[src/rtl/canny_frame_ctrl.sv]
// rtl/canny_frame_ctrl.sv - frame sequencer, flush injector and threshold owner for the canny pipeline
module canny_frame_ctrl #(
    parameter int DW           = 14,
    parameter int IH           = 512,
    parameter int IW           = 640,
    parameter int FLUSH_LEN    = 1344,
    parameter int DRAIN_TMO    = 4096,
    parameter int THR_HIGH_RST = 20,
    parameter int THR_LOW_RST  = 10
) (
    input  logic          clk,
    input  logic          rst,
    input  logic          enable,
    input  logic          cfg_wr,
    input  logic [DW-1:0] cfg_thr_high,
    input  logic [DW-1:0] cfg_thr_low,
    input  logic          src_valid,
    input  logic [DW-1:0] src_data,
    input  logic          src_vsync,
    output logic          pipe_valid,
    output logic [DW-1:0] pipe_data,
    output logic          pipe_vsync,
    output logic [DW-1:0] thr_high,
    output logic [DW-1:0] thr_low,
    input  logic          res_valid,
    output logic          res_keep,
    output logic          busy,
    output logic          frame_done,
    output logic          err_short,
    output logic          err_long,
    output logic          err_tmo
);

    localparam int NPIX = IH * IW;
    localparam int COLW = $clog2(IW > 1 ? IW : 2);
    localparam int ROWW = $clog2(IH > 1 ? IH : 2);
    localparam int RCW  = $clog2(NPIX + 1);
    localparam int PMAX = (FLUSH_LEN > DRAIN_TMO) ? FLUSH_LEN : DRAIN_TMO;
    localparam int PW   = $clog2(PMAX + 1);

    typedef enum logic [2:0] {
        S_IDLE, S_WAIT_VS, S_RUN, S_FLUSH, S_DRAIN, S_DONE
    } state_t;

    state_t state, state_nx;

    logic            vs_q, vs_rise;
    logic            last_pix, restart, frame_start;
    logic            flush_end, drain_full, drain_tmo, run_pix;
    logic [COLW-1:0] col, col_base;
    logic [ROWW-1:0] row, row_base;
    logic [RCW-1:0]  res_cnt;
    logic [PW-1:0]   ph_cnt;
    logic [DW-1:0]   shadow_high, shadow_low;

    assign vs_rise     = src_vsync & ~vs_q;
    assign run_pix     = (state == S_RUN) && src_valid;
    // The final pixel beats a coincident vsync edge: the frame completes and the edge is dropped.
    assign last_pix    = run_pix && (row == ROWW'(IH - 1)) && (col == COLW'(IW - 1));
    assign restart     = (state == S_RUN) && vs_rise && !last_pix;
    assign frame_start = ((state == S_WAIT_VS) && vs_rise) || restart;
    assign flush_end   = (state == S_FLUSH) && (ph_cnt == PW'(FLUSH_LEN - 1));
    assign drain_full  = (res_cnt == RCW'(NPIX));
    assign drain_tmo   = (state == S_DRAIN) && !drain_full && (ph_cnt == PW'(DRAIN_TMO - 1));
    assign col_base    = frame_start ? '0 : col;
    assign row_base    = frame_start ? '0 : row;
    assign res_keep    = res_valid & busy & (res_cnt < RCW'(NPIX));

    always_comb begin
        state_nx = state;
        case (state)
            S_IDLE:    if (enable) state_nx = S_WAIT_VS;
            S_WAIT_VS: begin
                if (vs_rise)      state_nx = S_RUN;
                else if (!enable) state_nx = S_IDLE;
            end
            S_RUN:     if (last_pix) state_nx = S_FLUSH;
            S_FLUSH:   if (flush_end) state_nx = S_DRAIN;
            S_DRAIN:   if (drain_full || drain_tmo) state_nx = S_DONE;
            S_DONE:    state_nx = enable ? S_WAIT_VS : S_IDLE;
            default:   state_nx = S_IDLE;
        endcase
    end

    always_ff @(posedge clk) begin
        if (rst) begin
            state  <= S_IDLE;
            vs_q   <= 1'b0;
            ph_cnt <= '0;
        end else begin
            state <= state_nx;
            vs_q  <= src_vsync;
            if (state_nx != state || !(state == S_FLUSH || state == S_DRAIN))
                ph_cnt <= '0;
            else
                ph_cnt <= ph_cnt + PW'(1);
        end
    end

    // A pixel on a restart cycle is pixel 0 of the new frame, hence the zeroed base.
    always_ff @(posedge clk) begin
        if (rst) begin
            col     <= '0;
            row     <= '0;
            res_cnt <= '0;
        end else begin
            if (run_pix) begin
                if (col_base == COLW'(IW - 1)) begin
                    col <= '0;
                    row <= row_base + ROWW'(1);
                end else begin
                    col <= col_base + COLW'(1);
                    row <= row_base;
                end
            end else if (frame_start) begin
                col <= '0;
                row <= '0;
            end
            if (frame_start)
                res_cnt <= '0;
            else if (res_keep)
                res_cnt <= res_cnt + RCW'(1);
        end
    end

    always_ff @(posedge clk) begin
        if (rst) begin
            shadow_high <= DW'(THR_HIGH_RST);
            shadow_low  <= DW'(THR_LOW_RST);
            thr_high    <= DW'(THR_HIGH_RST);
            thr_low     <= DW'(THR_LOW_RST);
        end else begin
            if (cfg_wr) begin
                shadow_high <= cfg_thr_high;
                shadow_low  <= cfg_thr_low;
            end
            if (frame_start) begin
                thr_high <= cfg_wr ? cfg_thr_high : shadow_high;
                thr_low  <= cfg_wr ? cfg_thr_low  : shadow_low;
            end
        end
    end

    always_ff @(posedge clk) begin
        if (rst) begin
            pipe_valid <= 1'b0;
            pipe_data  <= '0;
            pipe_vsync <= 1'b0;
            busy       <= 1'b0;
            frame_done <= 1'b0;
            err_short  <= 1'b0;
            err_long   <= 1'b0;
            err_tmo    <= 1'b0;
        end else begin
            pipe_valid <= run_pix || (state == S_FLUSH);
            pipe_data  <= run_pix ? src_data : '0;
            pipe_vsync <= frame_start;
            busy       <= (state_nx == S_RUN) || (state_nx == S_FLUSH) || (state_nx == S_DRAIN);
            frame_done <= (state_nx == S_DONE);
            err_short  <= restart;
            err_long   <= src_valid && (state == S_FLUSH || state == S_DRAIN);
            err_tmo    <= drain_tmo;
        end
    end

endmodule

[config.mk]
export PLATFORM = sky130hd
export DESIGN_NAME = canny_frame_ctrl
export DESIGN_NICKNAME = d
export VERILOG_FILES = /design/src/rtl/canny_frame_ctrl.sv
export SDC_FILE = /design/constraint.sdc
export NUM_CORES = 1
export LEC_CHECK = 0
export ABC_AREA = 1
export CORE_MARGIN = 2
export CORE_UTILIZATION = 56
export CTS_CLUSTER_DIAMETER = 120
export CTS_CLUSTER_SIZE = 8
export DETAILED_ROUTE_END_ITERATION = 7
export PLACE_DENSITY = 0.95
export SKIP_CTS_REPAIR_TIMING = 1
export SLEW_MARGIN = 10
export SYNTH_ARGS = -nofsm -noshare
export SYNTH_HDL_FRONTEND = slang
export SYNTH_SLANG_ARGS = --single-unit
[constraint.sdc]
create_clock -name clk -period 4.58 [get_ports clk]
set_clock_uncertainty 0.2 [all_clocks]
set_input_delay 0.687 -clock clk [delete_from_list [all_inputs] [get_ports clk]]
set_output_delay 0.687 -clock clk [all_outputs]
set_load 0.01 [all_outputs]
== Word level (Yosys, flattened, before mapping) ==
Index checks and enable logic that the tools add are counted.
W data, S select, Z words.

* Flip-flop bits (word level): 132
* Input port bits: 49
* Output and inout port bits: 50
* Word-level logic and storage cells: 84

* Add/sub/neg operators: 4
* $lt $le $gt $ge: 1
* Eq/ne operators: 16
* Muxes and demuxes: 16
* Bitwise logic cells: 5
* Reduce and logical (&&, ||, !) cells: 24

{| class="wikitable"
|+ Operators with widths
! cell !! number
|-
| $mux W10 || 3
|-
| $mux W14 || 2
|-
| $mux W9 || 3
|-
| $eq A10 B10 Y1 const B || 2
|-
| $add A19 B1 Y19 const B || 1
|-
| $eq A19 B19 Y1 const B || 1
|-
| $lt A19 B19 Y1 const B || 1
|-
| $mux W3 || 6
|-
| $pmux W3 S6 || 1
|-
| $add A13 B1 Y13 const B || 1
|-
| $eq A13 B11 Y1 const B || 1
|-
| $eq A13 B12 Y1 const B || 1
|-
| $eq A3 B2 Y1 const B || 4
|-
| $eq A3 B3 Y1 const B || 4
|-
| $add A10 B1 Y10 const B || 1
|-
| $logic_and A1 B1 Y1 || 10
|-
| $add A9 B1 Y9 const B || 1
|-
| $eq A9 B9 Y1 const B || 1
|-
| $logic_or A1 B1 Y1 || 7
|-
| $reduce_or A2 Y1 || 3
|-
| $and A1 B1 Y1 || 3
|-
| $eq A3 B1 Y1 const B || 1
|-
| $logic_not A1 Y1 || 3
|-
| $logic_not A3 Y1 || 1
|-
| 3 further kinds || 4
|}

== Longest topological paths before layout ==
* Word-level depth: 11
* Gate-level depth with buffers: 19
* Gate-level depth less buffers: 18

== Worst setup path before layout ==
OpenSTA, ideal clock, no wires.

* Path type: input port to flip-flop
* Start point: in src_valid
* End point: reg row[5]
* Setup time: 0.115 ns
* Data arrival time: 2.660 ns
* Data required time: 4.265 ns
* Path slack: 1.605 ns
* Cell stages on the path: 17
* Buffers on the path: 1
* Cells stage by stage: nand4_4 nor2_2 nand2_2 nand2_4 nand2_2 buf_2 nor2_1 ha_1 nand2_1 nor4_1 nand4_2 nor2_4 nand3_2 nor2_4 nand3_1 nand2_1 nor2_1

* Word-level cells in the longest chain between the ends: 10
* Elaborated cells on any way between the ends: 12
* Those cells by class: 1 x add/sub; 1 x eq/ne; 4 x mux; 6 x reduce/logical

{| class="wikitable"
|+ Ends and longest elaborated chain
! item !! RTL line !! RTL
|-
| start, declared || 17 || <nowiki>input logic src_valid,</nowiki>
|-
| $logic_and A1 B1 Y1 * || 57 || <nowiki>assign run_pix = (state == S_RUN) && src_valid;</nowiki>
|-
| $logic_and A1 B1 Y1 (2 in a row) || 59 || <nowiki>assign last_pix = run_pix && (row == ROWW'(IH - 1)) && (col == COLW'(IW - 1));</nowiki>
|-
| $logic_not A1 Y1 || 60 || <nowiki>assign restart = (state == S_RUN) && vs_rise && !last_pix;</nowiki>
|-
| $logic_and A1 B1 Y1 || 60 ||
|-
| $logic_or A1 B1 Y1 || 61 || <nowiki>assign frame_start = ((state == S_WAIT_VS) && vs_rise) || restart;</nowiki>
|-
| $mux W9 / $mux W10 (equally long branches) || - ||
|-
| $add A9 B1 Y9 / $eq A10 B10 Y1 (equally long branches) || 110, 108 ||
|-
| $mux W9 || 108 || <nowiki>if (col_base == COLW'(IW - 1)) begin</nowiki>
|-
| $mux W9 * || 107 || <nowiki>if (run_pix) begin</nowiki>
|-
| end signal, assigned || 110 || <nowiki>row <= row_base + ROWW'(1);</nowiki>
|-
| end signal, assigned || 113 || <nowiki>row <= row_base;</nowiki>
|-
| end, declared || 51 || <nowiki>logic [ROWW-1:0] row, row_base;</nowiki>
|}

Every way passes the cells marked *; elsewhere a longest branch is shown, timed or not.
A chain may end at the register's enable or synchronous reset.

== Final worst setup path ==
Ends and elaborated chain as after synthesis.

==> out/results.tsv <==
stage	metric	value	unit
logic_synthesis	Post-synth ARST share	0	
logic_synthesis	ranking of synthesized cells by area	dfxtp_1 (50%), nor2_1 (7.9%), nand2_1 (7.0%), mux2i_1 (5.3%), inv_1 (5.3%)	
worst_setup_path	flop2flop setup slack	1310	ps
timing	Slew Limit Fails	0	
logic_synthesis	Mean Syn Cell Area	8.12	sq um
layout	most frequent cells in the layout	dfxtp_1 (132), nor2_1 (110), nand2_1 (98), clkdlybuf4s50_1 (98), inv_1 (74)	
logic_synthesis	post-synth top area share	0.500	
floorplanning	die area	0.0102	sq mm
global_routing	largest net degree at the start of global routing	34	
detailed_routing	via count	5042	
worst_setup_path	Critical Path End Type	register	
layout	Final Instance Count excl. Fillers	877	
logic_synthesis	Post-synth EDFFs	0	
floorplanning	IO Pins	99	
timing	Setup TNS Final	0	ps
logic_synthesis	Ys Warns	0	
worst_setup_path	WP data required	4800	ps
layout	final net count	807	
floorplanning	Die Y	101	microns
logic_synthesis	Post-Syn Area	0.00529	sq mm
job	Max Cap Viol	0	
global_routing	total gr overflow	0	
logic_synthesis	Main synth FF type	dfxtp_1	
clocking	worst skew pair latency	530	ps
clocking	H-tree depth	4	
worst_setup_path	nature of the critical path startpoint	input pin	
logic_synthesis	Post-Synthesis Cells	651	
placement	dpl ws	726	ps
worst_setup_path	CP max FO	13	
detailed_routing	DRT Wirelength	15300	microns
logic_synthesis	sequential area share after synthesis	0.500	
timing	Worst Max-Slew Pin Slew	761	ps
placement	RePlAce Congestion	0.912	
clocking	CTS tree	yes	
timing	Hold WS	248	ps
timing	period utilisation layout	0.747	
timing	Hold Vio Cnt, Final	0	
clocking	CTS buffer count	17	
detailed_routing	DR iter-0 viols	457	
logic_synthesis	cell taking the most area after synthesis	dfxtp_1	
layout	Diodes inserted	0	
global_routing	vias in the first global route	5169	
detailed_routing	post-DR wirelength/cell	17.5	microns
timing	max_slew headroom	0.492	
layout	share of cells above drive strength 1	0.0901	
timing	Final setup violation count	0	
logic_synthesis	register bit total from synthesis	132	
placement	Post-DP HPWL	9040	microns
floorplanning	row count	35	
clocking	CTS root buf	clkbuf_8	
power	power density over the cells	411	mW/mm^2
layout	synth-to-layout area growth	32.3	%
logic_synthesis	syn_nets	705	
min_path	HP Class	register to register	
floorplanning	Core Box Area	0.00920	sq mm
detailed_routing	Met3 Routed Length	1010	microns
timing	Fmax achieved	0.292	GHz
global_routing	first-pass GRT wire length	24200	microns
floorplanning	Initial Util	0.575	
worst_setup_path	critical path class	input pin to register	
clocking	clock slew seen by the registers of the worst setup and hold paths	60	ps
detailed_routing	drt first pass iters	5	
worst_setup_path	Arrival @ worst endpoint	3640	ps
timing	Min Clock Period, post-route	3420	ps
logic_synthesis	Yosys cell types	43	
layout	most common cell after layout, fill and taps aside	dfxtp_1	
detailed_routing	Via density	5.75	
global_routing	Total GRT Usage	0.304	
detailed_routing	WL met1	5590	microns
power	Total Power	2.88	mW
outcome	status	finished, final reports clean	
detailed_routing	DR top layer	met4	
timing	RSZ-0062 raised after global routing	false	
detailed_routing	drc violations	0	
power	Lkg Pwr	2.78	nW
placement	placed cell count	845	
clocking	Clock Path Buffers	2	
global_routing	initial antenna violation count	0	
detailed_routing	antenna-violating nets left	0	
clocking	clk sinks	132	
placement	IO Port Bufs	98	
detailed_routing	metal2 WL	7940	microns
power	VDD IR max	239	uV
floorplanning	Die Wd	101	microns
timing	final worst slack	1160	ps
-- where the power goes --
| part | internal [mW] | total (mW) | switching, mW |
|---|---|---|---|
| clock | 0.965 | 1.51 | 0.544 |
| sequential | 1.18 | 1.19 | 0.0131 |
| combinational | 0.0834 | 0.179 | 0.0956 |
-- through the flow --
stage | cell area (sq um) | utilization
global placement | 6340 | 0.690
detailed placement | 6340 | 0.690
CTS | 6990 | 0.761
global route | 6990 | 0.761
finish | 6990 | 0.761
floorplan | 5290 | -
-- sequential cells by signal, summed over array words and instances (netlist names) --
register and flops:
row 9, thr_high 14, col 10, pipe_vsync 1, err_tmo 1, thr_low 14, err_short 1, busy 1
pipe_valid 1, shadow_high 14, shadow_low 14, frame_done 1, state 3, vs_q 1, res_cnt 19, ph_cnt 13
err_long 1, pipe_data 14
-- final timing paths --
check,from,end,cells past startpoint
setup / recovery,src_valid,row[5],17
hold / removal,ph_cnt[0],ph_cnt[0],1
setup reg to reg,row[5],row[5],18
hold reg to reg,ph_cnt[0],ph_cnt[0],1
-- critical path, stage by stage --
cell and delay, ps:
clkdlybuf4s50_1 540, nand4_4 190, nor2_2 140, nand2_2 100, nand2_4 110, nand2_2 190
nor2_1 200, ha_1 200, nand2_1 60, nor4_1 240, nand4_2 190, nor2_4 230
nand3_2 170, nor2_4 140, nand3_1 100, nand2_1 110, nor2_1 50
-- cell families after synthesis --
kind of cell               share of synthesized area
and+or+nand+nor                                0.259
xor gates and xnor gates                      0.0282
muxes                                         0.0530
adders and majority gates                     0.0118
DFF                                            0.500
AOI/OAI and AO/OA                             0.0753
buffers and inverters                         0.0726
-- cell usage after synthesis (all sizes together), types with 2 or more instances --
| master | n |
|---|---|
| nor3b | 2 |
| dfxtp | 132 |
| or2 | 3 |
| ha | 5 |
| nor2 | 122 |
| o21ai | 42 |
| nor3 | 17 |
| a21oi | 26 |
| mux2i | 28 |
| xnor2 | 9 |
| nand4 | 14 |
| nand2 | 106 |
| buf | 11 |
| nor4 | 4 |
| and3 | 2 |
| clkinv | 2 |
| nand3 | 24 |
| xor2 | 8 |
| nand3b | 2 |
| clkbuf | 7 |
| inv | 77 |
-- layout make-up --
cell class,count,area [sq um]
clock buffer,19,432
multi-input combinational,422,2260
sequential,132,2640
inverter,79,297
clock inverter,13,218
timing repair buffer,101,1000
tap,111,139
fill,527,2200
-- metal layers --
layer | vias up | GRT usage
met3 | 87 | 0.0876
li1 | 2290 | -
met4 | 0 | 0.168
met2 | 272 | 0.551
met5 | - | 0
met1 | 2393 | 0.314
(Power assumes the default switching activity.)
